--- src/rtl/full_adder_pipe.sv ---
// Registered per-lane full adder with a LATENCY-deep valid/data pipeline.
// Optional FULL_ADDER_CARRY_COUNT_EN adds a saturating count of cycles with a valid nonzero carry.
module full_adder_pipe #(
  parameter int unsigned WIDTH   = 1,
  parameter int unsigned LATENCY = 1
) (
  input  logic             clk,
  input  logic             rst,
  input  logic             in_valid,
  input  logic [WIDTH-1:0] a,
  input  logic [WIDTH-1:0] b,
  input  logic [WIDTH-1:0] c,
  output logic             out_valid,
  output logic [WIDTH-1:0] x,
`ifdef FULL_ADDER_CARRY_COUNT_EN
  output logic [WIDTH-1:0] y,
  output logic [15:0]      carry_count
`else
  output logic [WIDTH-1:0] y
`endif
);

  logic [WIDTH-1:0]   sum_d;
  logic [WIDTH-1:0]   carry_d;
  logic [LATENCY-1:0] vld_q;
  logic [WIDTH-1:0]   x_q [LATENCY];
  logic [WIDTH-1:0]   y_q [LATENCY];

  always_comb begin
    sum_d   = a ^ b ^ c;
    carry_d = (a & b) | (a & c) | (b & c);
  end

  // Data registers load only behind a valid bit, so X on idle inputs never enters the pipe.
  always_ff @(posedge clk) begin
    if (rst) begin
      vld_q <= '0;
      for (int unsigned s = 0; s < LATENCY; s++) begin
        x_q[s] <= '0;
        y_q[s] <= '0;
      end
    end else begin
      vld_q[0] <= in_valid;
      if (in_valid) begin
        x_q[0] <= sum_d;
        y_q[0] <= carry_d;
      end
      for (int unsigned s = 1; s < LATENCY; s++) begin
        vld_q[s] <= vld_q[s-1];
        if (vld_q[s-1]) begin
          x_q[s] <= x_q[s-1];
          y_q[s] <= y_q[s-1];
        end
      end
    end
  end

  assign out_valid = vld_q[LATENCY-1];
  assign x         = x_q[LATENCY-1];
  assign y         = y_q[LATENCY-1];

`ifdef FULL_ADDER_CARRY_COUNT_EN
  logic [15:0] count_q;
  logic [15:0] count_d;

  always_comb begin
    count_d = count_q;
    if (out_valid && (|y) && (count_q != 16'hFFFF)) begin
      count_d = count_q + 16'd1;
    end
  end

  always_ff @(posedge clk) begin
    if (rst) begin
      count_q <= '0;
    end else begin
      count_q <= count_d;
    end
  end

  assign carry_count = count_q;
`endif

endmodule

--- config.mk ---
export PLATFORM = sky130hd
export DESIGN_NAME = full_adder_pipe
export DESIGN_NICKNAME = d
export VERILOG_FILES = /design/src/rtl/full_adder_pipe.sv
export SDC_FILE = /design/constraint.sdc
export NUM_CORES = 1
export LEC_CHECK = 0
export CELL_PAD_IN_SITES_DETAIL_PLACEMENT = 2
export CELL_PAD_IN_SITES_GLOBAL_PLACEMENT = 2
export CORE_AREA = 2 2 39 41
export DETAILED_ROUTE_END_ITERATION = 10
export DIE_AREA = 0 0 41 43
export PLACE_DENSITY = 0.47
export REMOVE_ABC_BUFFERS = 1
export SLEW_MARGIN = 20
export SYNTH_ARGS = -nofsm -noshare
export SYNTH_HDL_FRONTEND = slang
export SYNTH_SLANG_ARGS = --single-unit
--- constraint.sdc ---
create_clock -name clk -period 1.8 [get_ports clk]
set_input_delay 0.27 -clock clk [delete_from_list [all_inputs] [get_ports clk]]
set_output_delay 0.27 -clock clk [all_outputs]
set_load 0.02 [all_outputs]
# Word level (Yosys, flattened, before mapping)
# Memory sizes are Yosys's and may differ from the RTL's.
# Index checks and enable logic that the tools add are counted.
# W data, S select, Z words.
# totals
register_bits,1
ramBits,2
input_bits,6
wordCells,21
mem_count,2
# classes
mux,9
bitwise_logic,7
n_reduce_logical,2
# mem_list
name,words,word_bits,rd,rd_clocked_by_memory_dff,wr,line,source
x_q,1,1,1,0,1,26,logic [WIDTH-1:0] x_q [LATENCY];
y_q,1,1,1,0,1,27,logic [WIDTH-1:0] y_q [LATENCY];
# ops
operator,count
$mux W1,9
$and A1 B1 Y1,3
$or A1 B1 Y1,2
$reduce_or A1 Y1,2
$xor A1 B1 Y1,2

# Logic depth before layout (Yosys ltp)
# logic_depth
word_depth,5
depth_mapped,2
depth_no_buf,2

# Least setup slack after synthesis
# OpenSTA, ideal clock, no wires.
# synth_path
kind,input -> register
startpoint,input port a
endpoint,"memory x_q[0], data pin"
setup_ns,0.256
arrival_ns,0.915
required_ns,1.544
setup_slack_ns,0.629
stages,2
path_buffers,0
path_cell_list,fa_1 > and3b_2
# synth_between
elab_chain_cells,3
# synth_lines
element,line,source
start: declaration,10,"input logic [WIDTH-1:0] a,"
$xor A1 B1 Y1 (2 in a row),30,sum_d = a ^ b ^ c;
$mux W1 (no line),--,
end: declaration,26,
# Every way passes these cells.

# Final worst setup path
# Ends and elaborated chain as after synthesis.

==> impl_metrics.json <==
{
  "first_global_vias": 153,
  "overflow": 0,
  "syn_area_um2": 135,
  "fmax_mhz": 702,
  "ios": 9,
  "drv_cap": 0,
  "cts.clk_slew.worst_paths_ns": 0.04,
  "critPathKind": "in -> reg",
  "track_usage": 0.0524,
  "final-instance-count-excl-fill": 36,
  "hold_depth": 2,
  "mostFrequentLayoutCell": "clkdlybuf4s50_1",
  "route.met2.wl_um": 174,
  "vdd_drop_max_v": 0.000178,
  "timing.final.hold_violations": 0,
  "post_dp_cell_area_um2": 235,
  "grt_max_degree": 5,
  "wl_per_cell_um": 9.08,
  "antenna-diode-count": 0,
  "grt_antenna_before_repair": 0,
  "synthCells": 8,
  "yosys_warnings": 0,
  "cts_setup_buffers": 0,
  "layout_common_cells": "clkdlybuf4s50_1, clkbuf_4, and3b_2, edfxtp_1",
  "grt_pass1_wl_um": 524,
  "synth.top_cell.area_share": 0.444,
  "drtIter0Drc": 0,
  "power_density_mw_per_mm2": 901,
  "ys_seq_elements": 3,
  "cts_resized": 0,
  "critPathMaxFanout": 1,
  "layout.area.seq_um2": 80.1,
  "area_growth_pct": 93.5,
  "initial_core_util": 0.0976,
  "cts.path.max_buffers": 2,
  "fp.dieH_um": 43,
  "dp.cells": 32,
  "fin_crit_sh": 0.791,
  "drive_gt1_frac": 0.300,
  "wl_met1_um": 88,
  "post-route-cell-area_um2": 262,
  "firstDrtPassIters": 1,
  "grt_setup_unrepaired": "false",
  "relSlewSlack": 0.857,
  "tightest_slew_ns": 0.214,
  "cts_buffers": 3,
  "die_area_mm2": 0.00176,
  "worstPathArrival_ns": 1.40,
  "met3_length_um": 58,
  "post-route-min-period_ns": 1.42,
  "port_buffers": 8,
  "clock_sinks": 3,
  "leakagePower_nw": 0.103,
  "holdCritPathClass": "in -> reg",
  "gp_congestion": 0.545,
  "wl_um": 327,
  "avgSynthCellArea_um2": 16.9,
  "final_nets": 28,
  "setup_violations": 0,
  "final-max-slew-violation-count": 0,
  "cp-end-kind": "flop",
  "yosysSeqAreaShare": 0.593,
  "min_from": "in_valid",
  "setup_tns_ns": 0,
  "coreArea_mm2": 0.00138,
  "status": "completed",
  "route.vias.total": 117,
  "core.rowCount": 14,
  "startpoint_type": "input port",
  "cts.htree.levels": 1,
  "fill_cells": 159,
  "cts_root_buf": "clkbuf_4",
  "multiInputGateArea_um2": 55.1,
  "postRouteAntennaNets": 0,
  "synth_area_leaders": "edfxtp_1, and3b_2, dfxtp_1, fa_1, and2b_2",
  "yosysTopAreaCell": "edfxtp_1",
  "drc": 0,
  "cp.required_ns": 1.78,
  "highest_layer": "met4",
  "via_per_inst": 3.25,
  "fp.dieW_um": 41,
  "whs_endpoint": "out_valid$_SDFF_PP0_",
  "cts_tree": "built",
  "hold_buffers": 0,
  "ys_types": 6
}
==> through the flow <==
stage | setup WS, ns | utilization | hold slack, ns | power, W
final | 0.376 | 0.189 | 0.748 | 0.000236
after global routing | 0.320 | 0.189 | 0.753 | 0.000252
after CTS | 0.364 | 0.189 | 0.729 | 0.000244
after detailed placement | 0.126 | 0.170 | 0.975 | 0.000123
after global placement | 0.162 | 0.170 | 0.946 | 0.000120
after floorplan | 0.629 | - | 0.412 | 0.0000960
==> cells by family after synthesis <==
group,Yosys count,synth area share
and+or+nand+nor,4,0.259
DFF,3,0.593
adders and majority gates,1,0.148
==> Yosys cell counts (all sizes together) <==
| library cell | number |
|---|---|
| and3b | 2 |
| edfxtp | 2 |
| and2b | 1 |
| dfxtp | 1 |
| fa | 1 |
| or2 | 1 |
==> critical path: stages <==
cell	delay (ns)
clkdlybuf4s50_1	0.43
fa_1	0.48
and3b_2	0.22
==> worst max path at each step <==
| stage | endpoint | from | slack [ns] |
|---|---|---|---|
| 4_1_cts | y | y_q[0]$_DFFE_PP_ | 0.36 |
| 5_1_grt | y | y_q[0]$_DFFE_PP_ | 0.32 |
| 3_5_place_dp | x_q[0]$_DFFE_PP_ | a | 0.13 |
| 2_1_floorplan | x_q[0]$_DFFE_PP_ | a | 0.63 |
| 3_3_place_gp | x_q[0]$_DFFE_PP_ | a | 0.16 |
| 6_report | x_q[0]$_DFFE_PP_ | a | 0.38 |
==> state kept, by name, summed over array words and instances (netlist names) <==
signal,cells
out_valid,1
x_q,1
y_q,1
==> where the power goes <==
group / internal (W) / total, W / switching (W)
Combinational: 0.0000235 / 0.0000393 / 0.0000158
Sequential: 0.0000799 / 0.0000814 / 0.00000146
Clock: 0.0000829 / 0.000115 / 0.0000320
Total: 0.000186 / 0.000236 / 0.0000493
==> routing by layer <==
metal / vias up / global-route usage
li1: 51 / -
met1: 55 / 0.0292
met4: 0 / 0.0800
met2: 9 / 0.0750
met5: - / 0
met3: 2 / 0.0366
==> cell type report <==
class                   count  share of cell area
clock buffers               4               0.100
multi-input cells           5               0.211
flip-flops and latches      3               0.306
well taps                  16              0.0766
repair buffers              8               0.306
Power figures use the tool's default switching activity.
